===== config.mk =====
export PLATFORM = sky130hd
export DESIGN_NAME = uart_rx
export DESIGN_NICKNAME = d
export VERILOG_FILES = /design/src/rtl/uart_rx.sv
export SDC_FILE = /design/constraint.sdc
export NUM_CORES = 1
export LEC_CHECK = 0
export BUFFER_PORTS_ARGS = -buffer_cell sky130_fd_sc_hd__buf_2
export CORE_MARGIN = 2
export CORE_UTILIZATION = 45
export CTS_CLUSTER_SIZE = 16
export DETAILED_ROUTE_END_ITERATION = 16
export HOLD_SLACK_MARGIN = 0.03
export PLACE_DENSITY_LB_ADDON = 0.25
export SLEW_MARGIN = 20
export SYNTH_ARGS = -nofsm -noshare
export SYNTH_HDL_FRONTEND = slang
export SYNTH_SLANG_ARGS = --single-unit

===== constraint.sdc =====
create_clock -name i_clk -period 2.2 [get_ports i_clk]
set_input_delay 0.66 -clock i_clk [delete_from_list [all_inputs] [get_ports i_clk]]
set_output_delay 0.66 -clock i_clk [all_outputs]
set_load 0.005 [all_outputs]

===== src/rtl/uart_rx.sv =====
// rtl/uart_rx.sv - 8N1/8E1 UART receiver with mid-bit sampling feeding an RX FIFO
module uart_rx #(
    parameter int   SystemClockFreq = 50_000_000,
    parameter int   BaudRate        = 115200,
    parameter logic Parity          = 1'b0,
    parameter logic StopBit         = 1'b1,
    parameter int   DataLength      = 8,
    parameter logic FlowControl     = 1'b0
) (
    input  logic                  i_clk,
    input  logic                  i_rst_n,
    input  logic                  i_rx,
    output logic                  o_rts,
    output logic [DataLength-1:0] o_rx_fifo_data,
    output logic                  o_rx_fifo_write_en,
    input  logic                  i_rx_fifo_full,
    output logic                  o_frame_err,
    output logic                  o_parity_err,
    output logic                  o_overrun
);

    localparam int CyclesPerBit = SystemClockFreq / BaudRate;
    localparam int HalfBit      = CyclesPerBit / 2;
    localparam int CntW         = (CyclesPerBit > 2) ? $clog2(CyclesPerBit) : 1;
    localparam int BitW         = (DataLength > 1) ? $clog2(DataLength) : 1;

    localparam logic [CntW-1:0] BitLast  = CntW'(CyclesPerBit - 1);
    localparam logic [CntW-1:0] HalfLast = CntW'(HalfBit - 1);
    localparam logic [BitW-1:0] DataLast = BitW'(DataLength - 1);
    // Only a single stop bit is checked; StopBit=0 disables the check.
    localparam logic            CheckStop = (StopBit != 1'b0);

    typedef enum logic [2:0] {
        ST_IDLE,
        ST_START,
        ST_DATA,
        ST_PARITY,
        ST_STOP,
        ST_BREAK,
        ST_WRITE
    } state_t;

    state_t                  state;
    state_t                  state_next;
    logic                    rx_meta;
    logic                    rx_s;
    logic [CntW-1:0]         clk_cnt;
    logic [BitW-1:0]         bit_cnt;
    logic [DataLength-1:0]   shift_q;
    logic [DataLength-1:0]   data_q;
    logic                    parity_bad;
    logic                    frame_err_q;
    logic                    rts_q;
    logic                    sample_pt;
    logic                    counting;

    // Two-flop synchronizer; the line idles high so the flops reset to 1.
    always_ff @(posedge i_clk or negedge i_rst_n) begin
        if (!i_rst_n) begin
            rx_meta <= 1'b1;
            rx_s    <= 1'b1;
        end else begin
            rx_meta <= i_rx;
            rx_s    <= rx_meta;
        end
    end

    // Sample point: half a bit into the start bit, one full bit thereafter.
    always_comb begin
        sample_pt = 1'b0;
        counting  = 1'b0;
        case (state)
            ST_START: begin
                counting  = 1'b1;
                sample_pt = (clk_cnt == HalfLast);
            end
            ST_DATA, ST_PARITY, ST_STOP: begin
                counting  = 1'b1;
                sample_pt = (clk_cnt == BitLast);
            end
            default: begin
                counting  = 1'b0;
                sample_pt = 1'b0;
            end
        endcase
    end

    // Frame state register.
    always_ff @(posedge i_clk or negedge i_rst_n) begin
        if (!i_rst_n) begin
            state <= ST_IDLE;
        end else begin
            state <= state_next;
        end
    end

    // Next-state decode and the WRITE-cycle strobes.
    always_comb begin
        state_next         = state;
        o_rx_fifo_write_en = 1'b0;
        o_parity_err       = 1'b0;
        o_overrun          = 1'b0;
        case (state)
            ST_IDLE: begin
                if (!rx_s) begin
                    state_next = ST_START;
                end
            end
            ST_START: begin
                if (sample_pt) begin
                    state_next = rx_s ? ST_IDLE : ST_DATA;
                end
            end
            ST_DATA: begin
                if (sample_pt && (bit_cnt == DataLast)) begin
                    state_next = Parity ? ST_PARITY : ST_STOP;
                end
            end
            ST_PARITY: begin
                if (sample_pt) begin
                    state_next = ST_STOP;
                end
            end
            ST_STOP: begin
                if (sample_pt) begin
                    state_next = (rx_s || !CheckStop) ? ST_WRITE : ST_BREAK;
                end
            end
            ST_BREAK: begin
                if (rx_s) begin
                    state_next = ST_IDLE;
                end
            end
            ST_WRITE: begin
                state_next         = ST_IDLE;
                o_rx_fifo_write_en = !i_rx_fifo_full;
                o_overrun          = i_rx_fifo_full;
                o_parity_err       = parity_bad;
            end
            default: begin
                state_next = ST_IDLE;
            end
        endcase
    end

    // Bit-period counter: restarts on every state change and at each sample.
    always_ff @(posedge i_clk or negedge i_rst_n) begin
        if (!i_rst_n) begin
            clk_cnt <= '0;
        end else if ((state_next != state) || sample_pt) begin
            clk_cnt <= '0;
        end else if (counting) begin
            clk_cnt <= clk_cnt + CntW'(1);
        end
    end

    // Data bit index, only meaningful while in DATA.
    always_ff @(posedge i_clk or negedge i_rst_n) begin
        if (!i_rst_n) begin
            bit_cnt <= '0;
        end else if (state != ST_DATA) begin
            bit_cnt <= '0;
        end else if (sample_pt) begin
            bit_cnt <= bit_cnt + BitW'(1);
        end
    end

    // LSB arrives first, so shift right and insert at the MSB.
    always_ff @(posedge i_clk or negedge i_rst_n) begin
        if (!i_rst_n) begin
            shift_q <= '0;
        end else if ((state == ST_DATA) && sample_pt) begin
            shift_q <= {rx_s, shift_q[DataLength-1:1]};
        end
    end

    // Even parity: data bits plus parity bit must have an even count of ones.
    always_ff @(posedge i_clk or negedge i_rst_n) begin
        if (!i_rst_n) begin
            parity_bad <= 1'b0;
        end else if (state == ST_START) begin
            parity_bad <= 1'b0;
        end else if ((state == ST_PARITY) && sample_pt) begin
            parity_bad <= (^shift_q) ^ rx_s;
        end
    end

    // Output byte only moves when a frame leaves STOP with a good stop bit.
    always_ff @(posedge i_clk or negedge i_rst_n) begin
        if (!i_rst_n) begin
            data_q <= '0;
        end else if ((state == ST_STOP) && (state_next == ST_WRITE)) begin
            data_q <= shift_q;
        end
    end

    // Framing error pulses once, the cycle after a low stop bit is seen.
    always_ff @(posedge i_clk or negedge i_rst_n) begin
        if (!i_rst_n) begin
            frame_err_q <= 1'b0;
        end else begin
            frame_err_q <= (state == ST_STOP) && (state_next == ST_BREAK);
        end
    end

    // Ready-to-receive follows FIFO space when flow control is on.
    always_ff @(posedge i_clk or negedge i_rst_n) begin
        if (!i_rst_n) begin
            rts_q <= 1'b0;
        end else begin
            rts_q <= FlowControl ? !i_rx_fifo_full : 1'b1;
        end
    end

    assign o_rx_fifo_data = data_q;
    assign o_frame_err    = frame_err_q;
    assign o_rts          = rts_q;

endmodule


==> results of run 1 <==
-- logic make-up (layout without fill, tap and decap cells) --
| logic type | after synthesis | in the layout | synth area share, % |
|---|---|---|---|
| simple gates | 53 | 53 | 15.1 |
| flops | 36 | 36 | 51.6 |
| mux | 19 | 19 | 12.1 |
| xor+xnor | 18 | 18 | 9.79 |
| compound gates | 14 | 14 | 6.64 |
| buf+inv | 8 | 34 | 2.50 |
| fa+ha+maj | 3 | 3 | 2.14 |
| other cells | 1 | 1 | 0.214 |
-- how the worst min path moves through the flow --
stage,slack (ps),end
floorplan,350,rx_s
global placement,350,rx_s
detailed placement,350,rx_s
CTS,360,rx_s
global route,370,rx_s
finish,360,rx_s
-- registers in the layout, summed over array words and instances, names as in the netlist --
signal	cells
clk_cnt	9
o_rx_fifo_data	8
shift_q	8
bit_cnt	3
state	3
o_frame_err	1
o_rts	1
parity_bad	1
rx_meta	1
rx_s	1
-- critical path, stage by stage (launching register included) --
cell	delay, ps
dfrtp_1	430
nand4bb_1	190
or4_4	540
a211oi_4	300
buf_4	240
a41oi_1	130
o22ai_1	180
-- power breakdown --
group | internal [mW] | switching (mW)
clock network | 0.335 | 0.232
registers | 0.666 | 0.00232
logic | 0.00601 | 0.0168
-- per-stage QoR --
step / area [µm²] / hold WS (ps) / instances / total power [mW]
6_report: 2020 / 360 / 226 / 1.26
5_1_grt: 2020 / 368 / 226 / 1.31
4_1_cts: 2020 / 362 / 226 / 1.28
3_5_place_dp: 1910 / 352 / 218 / 0.705
3_3_place_gp: 1910 / 347 / 218 / 0.704
2_1_floorplan: 1750 / 345 / 152 / 0.685
-- per-layer routing --
metal | GRT usage [%] | wire, µm
met1 | 21.1 | 1360
met4 | 7.65 | 57
met2 | 27.8 | 1500
met3 | 4.77 | 146
met5 | 0 | 0
-- layout by cell type, fill, tap and decap left out, types with 4 or more instances in the layout --
cell type,count
dfrtp_1,34
nand3_1,4
xnor2_1,9
clkbuf_8,5
nor2_1,19
nand4_1,4
xor2_1,8
mux2_2,17
buf_2,16
buf_4,7
nand2_1,12
and3_1,5
-- area by class of cell --
| type | count | area share [%] |
|---|---|---|
| Sequential cell | 36 | 44.6 |
| Multi-Input combinational cell | 108 | 39.8 |
| Timing Repair Buffer | 23 | 6.55 |
| Clock buffer | 5 | 3.40 |
| Tap cell | 48 | 2.97 |
| Clock inverter | 3 | 2.10 |
| Inverter | 3 | 0.556 |
-- what timing repair did --
action | 4_1_cts | 5_1_grt
gates resized for setup | 0 | 1
setup endpoints to repair | 0 | 2
buffers inserted | 0 | 0
==> out/qor.txt, run 1 <==
HOLD PATH
------------------------------------------------------------------------------
Cells on Worst Hold Path                                                     0
HP Class                                                          register to register
Hold path start                                                        rx_meta

FLOORPLAN
------------------------------------------------------------------------------
FP Rows                                                                     22
Effective utilization at floorplan                                       47.5%
Placeable core area                                                   3690 µm²
Die area                                                              4410 µm²
Ports placed on the boundary                                                17
Die Y-Extent                                                           66.4 µm
Width of the chip                                                      66.4 µm

TIMING
------------------------------------------------------------------------------
RSZ-0062 raised after global routing                                     false
Final-layout setup total negative slack                                   0 ps
Hold violation count in the final report                                     0
Crit path setup slack, layout                                           119 ps
Worst Clk Skew                                                         5.63 ps
Final cycle utilization of the critical path                             94.6%
Highest Clock Rate                                                     481 MHz
Number of setup violations in the final report                               0
Post-route minimum period                                              2080 ps
Max Slew Vio Count                                                           0

CLOCK TREE
------------------------------------------------------------------------------
Clock tree from TritonCTS                                                  yes
Hold bufs inserted after CTS                                                 0
CTS clk-pin slew, worst paths                                            70 ps
Maximum clock insertion buffer count                                         2
H-tree depth reported by CTS                                                 2
Skew-Pair Late Insertion Delay                                          290 ps
CTS buffer count                                                             5
TritonCTS Sinks                                                             36
Clock root cell                                                       clkbuf_8

SYNTHESIS
------------------------------------------------------------------------------
Most used flip-flop cell after synthesis                               dfrtp_1
Number of distinct library cells after synthesis                            39
Portion of the post-synthesis area used by sequential elements           51.6%
Total of flip-flops plus latches after synthesis                            36
Mapped Nets                                                                159
Number of enable flip-flop cells after synthesis                             0
Mean cell area of the mapped netlist                                  11.5 µm²
Most area-consuming cells after synthesis                         dfrtp_1 (49%), mux2_2 (11%), xnor2_1 (4.5%)
YS warnings                                                                  0
Mapped cell area                                                      1750 µm²
Post-synthesis cell type with the largest combined area                dfrtp_1
Proportion of netlist area held by the largest area contributor          48.6%
Most common cell in the synthesized netlist                            dfrtp_1
Async set-or-reset flop fraction in the synthesized netlist               100%
Synth cell count leaders                                          dfrtp_1 (34), nor2_1 (19), mux2_2 (17)
Number of instances in the synthesized netlist                             152

SETUP PATH
------------------------------------------------------------------------------
Startpoint of the most critical setup path                          clk_cnt[5]
Capture instance of the worst register-to-register path               state[1]
Category of the critical setup timing path                        register to register
Slack of the worst reg-to-reg path                                      120 ps
Worst Path Required                                                    2410 ps
Worst setup path end                                                  state[1]
Crit-path max FO                                                             9
Worst Path Arrival                                                     2290 ps
Type of origin of the critical path                                   register
Critical R2R Launch                                                 clk_cnt[5]
Crit end category                                                     register
Worst r2r path cells                                                         6

ROUTING
------------------------------------------------------------------------------
Number of vias per cell after detailed routing                            5.27
Number of design rule violations left after detail routing                   0
Total number of vias                                                      1191
Routed wire length                                                     3.07 mm
Final routed wire length divided by cell count                         13.6 µm
1st-iter DRT viols                                                          41
DRT Pass-1 Iters                                                             4
Post-route ant nets                                                          0

FLOW RUN
------------------------------------------------------------------------------
Reported max-cap violation count                                             0

GRT
------------------------------------------------------------------------------
Grt total ovfl                                                               0
Number of global-route vias before repair                                 1206
First-pass GRT wire length                                             5.58 mm
Initial antenna violation count                                              0
Total Routing Usage GR                                                   17.1%
Pin count of the biggest net entering global routing                        37

PLACEMENT
------------------------------------------------------------------------------
Post-Place Worst Slack                                                  132 ps
Placed wire-length estimate                                            2.22 mm
Input/output buffers                                                        16
Final estimated routing congestion in global placement                   0.815

OUTCOME
------------------------------------------------------------------------------
Result of the run                                                    completed

POWER AND IR DROP
------------------------------------------------------------------------------
Leak pwr                                                              0.987 nW
Total power per unit cell area                                      621 nW/µm²
Peak ir drop on the vdd network                                         444 µV

FINISH
------------------------------------------------------------------------------
Total number of nets in the final design                                   184
Antenna diode count                                                          0
Area of all sequential standard cells                                  903 µm²
Final Core Density                                                       54.9%
Filler Cell Count                                                          328
Layout cells sized above 1                                               31.5%
Area of the multi-input gates                                          806 µm²
Synthesis-to-finish area growth                                          15.6%

Power figures use the tool's default switching activity.
==> run 2: changes to the inputs <==
--- a/config.mk
+++ b/config.mk
@@ -5,6 +5,7 @@
 export SDC_FILE = /design/constraint.sdc
 export NUM_CORES = 1
 export LEC_CHECK = 0
+export ABC_AREA = 1
 export BUFFER_PORTS_ARGS = -buffer_cell sky130_fd_sc_hd__buf_2
 export CORE_MARGIN = 2
 export CORE_UTILIZATION = 45
==> constraint.sdc (replaced) <==
create_clock -name i_clk -period 2.5 [get_ports i_clk]
set_input_delay 0.75 -clock i_clk [delete_from_list [all_inputs] [get_ports i_clk]]
set_output_delay 0.75 -clock i_clk [all_outputs]
set_load 0.005 [all_outputs]
==> run 2 against run 1 <==
Effect of this change: non-clock buffer count shrank 7; sequential share of layout area shrank 1.3 points; global-route usage shrank 1.3 points; worst hold slack lost 4.1 ps; clock power shrank 26%; via count grew 10%; power shrank 18%; sequential power shrank 12%; area after synthesis grew 7.2%; clock skew shrank 2.2 ps; critical endpoint is now o_rx_fifo_data[3]; highest routed layer unchanged.
==> out/qor.txt, run 2 <==
OUTCOME
------------------------------------------------------------------------------
Result of the run                                                    completed   unchanged

FINISH
------------------------------------------------------------------------------
Final Core Density                                                       52.2%   was 54.9%
Most frequent cells in the layout                                 nand2_1 (46), dfrtp_1 (34), inv_1 (25)   was dfrtp_1 (34), nor2_1 (19), mux2_2 (17)
Largest register by flop count                                         clk_cnt   unchanged
Max FFs per register                                                         9   unchanged
Synthesis-to-finish area growth                                          11.1%   was 15.6%
Leading cell type in the layout, fill and taps excluded                nand2_1   was dfrtp_1
Layout cells sized above 1                                               25.0%   was 31.5%
Total number of nets in the final design                                   234   was 184
Cell area after layout                                                2090 µm²   was 2020 µm²
Antenna diode count                                                          0   unchanged

GRT
------------------------------------------------------------------------------
Number of global-route vias before repair                                 1301   was 1206
Total Routing Usage GR                                                   15.8%   was 17.1%
First-pass GRT wire length                                             5.60 mm   was 5.58 mm
Initial antenna violation count                                              0   unchanged
Pin count of the biggest net entering global routing                        37   unchanged
Grt total ovfl                                                               0   unchanged

HOLD PATH
------------------------------------------------------------------------------
HP Class                                                          register to register   unchanged
Hold path start                                                        rx_meta   unchanged

CLOCK TREE
------------------------------------------------------------------------------
Skew-Pair Late Insertion Delay                                          280 ps   was 290 ps
Resized cells post-CTS                                                       0   unchanged
CTS buffer count                                                             5   unchanged
Maximum clock insertion buffer count                                         2   unchanged
H-tree depth reported by CTS                                                 2   unchanged
Post-CTS Setup Repair Bufs                                                   0   unchanged
TritonCTS Sinks                                                             36   unchanged
Clock tree from TritonCTS                                                  yes   unchanged
Clock root cell                                                       clkbuf_8   unchanged
CTS clk-pin slew, worst paths                                            70 ps   about the same
Hold bufs inserted after CTS                                                 0   unchanged

SETUP PATH
------------------------------------------------------------------------------
Worst Path Required                                                    2670 ps   was 2410 ps
Crit end category                                                     register   unchanged
Type of origin of the critical path                                   register   unchanged
Startpoint of the most critical setup path                            state[2]   was clk_cnt[5]
Category of the critical setup timing path                        register to register   unchanged
Critical R2R Launch                                                   state[2]   was clk_cnt[5]
Worst Path Arrival                                                     2170 ps   was 2290 ps
Crit-path max FO                                                            17   was 9

ROUTING
------------------------------------------------------------------------------
Number of vias per cell after detailed routing                            4.72   was 5.27
DRT Pass-1 Iters                                                             4   unchanged
Final routed wire length divided by cell count                         11.1 µm   was 13.6 µm
Total number of vias                                                      1311   was 1191
1st-iter DRT viols                                                          37   was 41
Number of design rule violations left after detail routing                   0   unchanged
Routed wire length                                                     3.09 mm   was 3.07 mm
Post-route ant nets                                                          0   unchanged

TIMING
------------------------------------------------------------------------------
Hold violation count in the final report                                     0   unchanged
Slew at the pin closest to its max-slew limit                           778 ps
Number of setup violations in the final report                               0   unchanged
Post-route minimum period                                              2000 ps   was 2080 ps
RSZ-0062 raised after global routing                                     false   unchanged
Slew HR                                                                  48.1%
Worst Clk Skew                                                         3.41 ps   was 5.63 ps
Max Slew Vio Count                                                           0   unchanged
Highest Clock Rate                                                     501 MHz   was 481 MHz
Final cycle utilization of the critical path                             79.9%   was 94.6%
Final-layout setup total negative slack                                   0 ps   unchanged

FLOORPLAN
------------------------------------------------------------------------------
Width of the chip                                                      68.6 µm   was 66.4 µm
Die area                                                              4710 µm²   was 4410 µm²
Effective utilization at floorplan                                       47.0%   was 47.5%
Ports placed on the boundary                                                17   unchanged
FP Rows                                                                     23   was 22
Die Y-Extent                                                           68.6 µm   was 66.4 µm
Placeable core area                                                   4000 µm²   was 3690 µm²

SYNTHESIS
------------------------------------------------------------------------------
Mean cell area of the mapped netlist                                  9.07 µm²   was 11.5 µm²
Synth cell count leaders                                          nand2_1 (46), dfrtp_1 (34), inv_1 (25)   was dfrtp_1 (34), nor2_1 (19), mux2_2 (17)
YS warnings                                                                  0   unchanged
Most common cell in the synthesized netlist                            nand2_1   was dfrtp_1
Portion of the post-synthesis area used by sequential elements           48.1%   was 51.6%
Async set-or-reset flop fraction in the synthesized netlist               100%   unchanged
Proportion of netlist area held by the largest area contributor          45.3%   was 48.6%
Mapped cell area                                                      1880 µm²   was 1750 µm²
Most used flip-flop cell after synthesis                               dfrtp_1   unchanged
Number of enable flip-flop cells after synthesis                             0   unchanged
Total of flip-flops plus latches after synthesis                            36   unchanged
Number of distinct library cells after synthesis                            28   was 39
Mapped Nets                                                                214   was 159
Post-synthesis cell type with the largest combined area                dfrtp_1   unchanged
Most area-consuming cells after synthesis                         dfrtp_1 (45%), nand2_1 (9.2%), xor2_1 (5.6%)   was dfrtp_1 (49%), mux2_2 (11%), xnor2_1 (4.5%)
Number of instances in the synthesized netlist                             207   was 152

FLOW RUN
------------------------------------------------------------------------------
Reported max-cap violation count                                             0   unchanged

POWER AND IR DROP
------------------------------------------------------------------------------
Total power per unit cell area                                      491 nW/µm²   was 621 nW/µm²
Peak ir drop on the vdd network                                         366 µV   was 444 µV
Leak pwr                                                               1.06 nW   was 0.987 nW

PLACEMENT
------------------------------------------------------------------------------
Placed cell areas                                                     1990 µm²   was 1910 µm²
Final estimated routing congestion in global placement                   0.873   was 0.815
Input/output buffers                                                        16   unchanged
Placed wire-length estimate                                            2.28 mm   was 2.22 mm

## run 2: cell count changes after synthesis, sizes merged, moves of 5 or more
cell	before	now
xnor2	9	3
mux2	17	0
nand3	4	18
o21ai	4	19
nand2	12	54
and3	5	0
inv	3	27
## run 2: worst paths after layout
| check | slack (ps) | cells after the start | to |
|---|---|---|---|
| setup / recovery | 500 | 12 | o_rx_fifo_data[3] |
| hold / removal | 360 | 0 | rx_s |
| setup reg to reg | 500 | 12 | o_rx_fifo_data[3] |
| hold reg to reg | 360 | 0 | rx_s |
| max in group asynchronous | 1460 | 1 | bit_cnt[0] |
| min in group asynchronous | 550 | 1 | clk_cnt[3] |
## run 2: per-stage QoR
step	total power, mW	cells	setup slack, ps	hold WS [ps]
finish	1.03	278	502	356
global route	1.07	278	309	365
CTS	1.04	278	488	357
detailed placement	0.617	270	505	347
global placement	0.617	270	498	347
floorplan	0.601	207	763	345
## run 2: worst max-delay path, cell delays in order (launching register included)
cell      delay [ps]
dfrtp_1          500
inv_1            170
nand3_2          180
nand3_4          150
nand2_2           60
inv_2             70
nand3_4          120
clkinv_4         100
nand2_4           60
nand2_2           80
nand3_4          200
nand2_1          140
o21ai_2           60
## run 2: where the power goes
| part | switching, mW | leakage, nW | internal [mW] | total, mW |
|---|---|---|---|---|
| clock | 0.197 | 0.0445 | 0.224 | 0.421 |
| sequential | 0.00141 | 0.479 | 0.586 | 0.587 |
| combinational | 0.0140 | 0.540 | 0.00335 | 0.0174 |
## run 2: cell families (layout without fill, tap and decap cells)
family	count (synthesis)	after routing	share of synthesized area, %
DFF	36	36	48.1
adders and majority gates	3	3	2.00
other	1	1	0.200
muxes	1	1	0.533
AOI/OAI and AO/OA	21	21	7.33
xor gates and xnor gates	15	15	7.00
buffers and inverters	31	52	7.33
and+or+nand+nor	99	99	27.5
## run 2: routing by layer
| layer | wire (µm) | GRT usage [%] |
|---|---|---|
| met1 | 1480 | 20.4 |
| met3 | 90 | 3.57 |
| met5 | 0 | 0 |
| met4 | 39 | 5.50 |
| met2 | 1480 | 26.0 |
## run 2: layout make-up
cell class,count,area [µm²]
clock inverter,1,7.51
multi-input combinational,140,837
tap,50,62.6
sequential,36,903
inverter,28,110
fill,372,1910
timing repair buffer,16,80.1
clock buffer,7,86.3
==> run 3: changes to the inputs <==
==> constraint.sdc (replaced) <==
create_clock -name i_clk -period 1.9 [get_ports i_clk]
set_input_delay 0.57 -clock i_clk [delete_from_list [all_inputs] [get_ports i_clk]]
set_output_delay 0.57 -clock i_clk [all_outputs]
set_load 0.005 [all_outputs]
==> run 3 against run 2 <==
Effect of this change: global-route usage is 0.47 points higher; utilization is 4.0 points higher; power is 30% higher; final cell count is 4.7% higher; clock-buffer cell count stayed put; setup slack worse by 450 ps; sequential power is 32% higher; largest cell class is now multi-input gates.
==> out/qor.txt, run 3 (synthesis results as in run 2) <==
SETUP PATH
--------------------------------------------------------------------------
Crit end category                                               output pin   was register
Ordered list of cells on the worst path                       inv_2 > buf_6 > nand3_2 > nor2_1 > buf_2   was inv_1 > nand3_2 > nand3_4 > nand2_2 > inv_2 > nand3_4 > clkinv_4 > nand2_4 > nand2_2 > nand3_4 > nand2_1 > o21ai_2
Category of the critical setup timing path                    register to output pin   was register to register
Combined buffer and inverter count along the critical path               3   unchanged
Worst Path Arrival                                                 1280 ps   was 2170 ps
Critical path's top delay family                                flip-flops   was simple AND/OR/NAND/NOR gates
Crit-path max FO                                                         5   was 17
Type of origin of the critical path                               register   unchanged
Crit path max-delay cell type                                      dfrtp_2   was dfrtp_1
Critical Path Max Stage Delay                                       450 ps   was 500 ps
Worst Path Required                                                1330 ps   was 2670 ps

TIMING
--------------------------------------------------------------------------
Final worst hold slack                                              204 ps   was 356 ps
Highest Clock Rate                                                 540 MHz
Worst Clk Skew                                                     6.29 ps   was 3.41 ps
Max Slew Vio Count                                                       0   unchanged
Final cycle utilization of the critical path                         97.5%
Post-route minimum period                                          1850 ps
Number of setup violations in the final report                           0   unchanged
Final-layout setup total negative slack                               0 ps   unchanged
Hold violation count in the final report                                 0   unchanged
Crit path setup slack, layout                                      47.6 ps   was 502 ps

ROUTING
--------------------------------------------------------------------------
Routed wire length                                                 3.61 mm   was 3.09 mm
DRT Pass-1 Iters                                                         4   unchanged
Total number of vias                                                  1406   was 1311
Number of design rule violations left after detail routing               0   unchanged
Number of vias per cell after detailed routing                        4.83   was 4.72
1st-iter DRT viols                                                      61   was 37
Final routed wire length divided by cell count                     12.4 µm   was 11.1 µm
Post-route ant nets                                                      0   unchanged

POWER AND IR DROP
--------------------------------------------------------------------------
Total power after layout                                           1.33 mW   was 1.03 mW
Relative contribution of combinational cells to total power           2.2%   was 1.7%
Internal power                                                     1.04 mW   was 0.813 mW
Peak ir drop on the vdd network                                     533 µV   was 366 µV
Clock share of power                                                 39.9%   was 41.0%
Total power per unit cell area                                  593 nW/µm²   was 491 nW/µm²
Leak pwr                                                           1.14 nW   was 1.06 nW
Sw frac                                                              21.9%   was 20.7%
Sequential fraction of design power                                  58.0%   was 57.3%
Power dissipated by switching net loads                           0.292 mW   was 0.212 mW

GRT
--------------------------------------------------------------------------
Pin count of the biggest net entering global routing                    21   was 37
Grt total ovfl                                                           0   unchanged
Total Routing Usage GR                                               16.3%   was 15.8%
First-pass GRT wire length                                         5.57 mm   was 5.60 mm
Number of global-route vias before repair                             1254   was 1301
Initial antenna violation count                                          0   unchanged

FINISH
--------------------------------------------------------------------------
Area of all sequential standard cells                              907 µm²   was 903 µm²
Leading cell type in the layout, fill and taps excluded            nand2_1   unchanged
Total number of nets in the final design                               247   was 234
Largest register by flop count                                     clk_cnt   unchanged
Area of the multi-input gates                                      910 µm²   was 837 µm²
Layout cells sized above 1                                           32.0%   was 25.0%
Most frequent cells in the layout                             nand2_1 (45), dfrtp_1 (31), inv_1 (23)   was nand2_1 (46), dfrtp_1 (34), inv_1 (25)
Synthesis-to-finish area growth                                      19.6%   was 11.1%
Final Core Density                                                   56.1%   was 52.2%
Max FFs per register                                                     9   unchanged
Filler Cell Count                                                      359   was 372
Antenna diode count                                                      0   unchanged

FLOORPLAN
--------------------------------------------------------------------------
Effective utilization at floorplan                                   47.0%   unchanged
Ports placed on the boundary                                            17   unchanged
Die area                                                          4710 µm²   unchanged
Width of the chip                                                  68.6 µm   unchanged
Placeable core area                                               4000 µm²   unchanged
FP Rows                                                                 23   unchanged
Die Y-Extent                                                       68.6 µm   unchanged

CLOCK TREE
--------------------------------------------------------------------------
TritonCTS Sinks                                                         36   unchanged
CTS clk-pin slew, worst paths                                        70 ps   about the same
Maximum clock insertion buffer count                                     2   unchanged
H-tree depth reported by CTS                                             2   unchanged
CTS buffer count                                                         5   unchanged
Clock tree from TritonCTS                                              yes   unchanged
Hold bufs inserted after CTS                                             0   unchanged
Clock root cell                                                   clkbuf_8   unchanged
Skew-Pair Late Insertion Delay                                      290 ps   was 280 ps

OUTCOME
--------------------------------------------------------------------------
Result of the run                                                completed   unchanged

PLACEMENT
--------------------------------------------------------------------------
Placed wire-length estimate                                        2.39 mm   was 2.28 mm
Final estimated routing congestion in global placement               0.888   was 0.873
Post-Place Worst Slack                                             41.7 ps   was 505 ps
Input/output buffers                                                    16   unchanged

FLOW RUN
--------------------------------------------------------------------------
Reported max-cap violation count                                         0   unchanged

HOLD PATH
--------------------------------------------------------------------------
HP Class                                                      input port to asynchronous set/reset pin   was register to register

[run 3: final timing paths]
check | from | to | slack (ps) | cells after the start
setup / recovery | state[0] | o_parity_err | 50 | 5
hold / removal | i_rst_n | parity_bad | 200 | 1
setup reg to reg | state[0] | state[1] | 110 | 11
hold reg to reg | rx_meta | rx_s | 360 | 0
max in group asynchronous | i_rst_n | state[1] | 1250 | 2
min in group i_clk | rx_meta | rx_s | 360 | 0
[run 3: per-stage QoR]
stage          cells  cell area [µm²]
3_3_place_gp     277             2060
6_report         291             2250
3_5_place_dp     277             2060
4_1_cts          285             2140
2_1_floorplan    207             1880
5_1_grt          291             2250
[run 3: per-layer routing]
| metal | up-vias | GRT usage (%) | part of all wire (%) | routed length, µm |
|---|---|---|---|---|
| met3 | 10 | 4.87 | 3.2 | 114 |
| li1 | 723 | - | - | - |
| met2 | 21 | 24.2 | 47 | 1710 |
| met1 | 652 | 21.2 | 46 | 1650 |
| met4 | 0 | 8.75 | 3.9 | 140 |
| met5 | - | 0 | 0 | 0 |
[run 3: power groups by stage]
stage | Clock (mW) | Sequential, mW | Combinational (mW)
2_1_floorplan | 0 | 0.788 | 0.00382
3_3_place_gp | 0 | 0.788 | 0.0299
3_5_place_dp | 0 | 0.788 | 0.0305
4_1_cts | 0.555 | 0.773 | 0.0306
5_1_grt | 0.585 | 0.773 | 0.0340
6_report | 0.531 | 0.773 | 0.0287
[run 3: layout make-up]
class	count	share of cell area, %
well taps	50	2.79
multi-input cells	143	40.5
repair buffers	26	7.63
clock inverters	1	0.390
flip-flops and latches	36	40.4
inverters	28	4.90
clock buffers	7	3.40
[run 3: repair_timing]
item                                    4_1_cts  5_1_grt
endpoints found under the setup margin        0       24
hold endpoints to repair                      0        0
buffers inserted                              0        3
resized for setup                             0       14
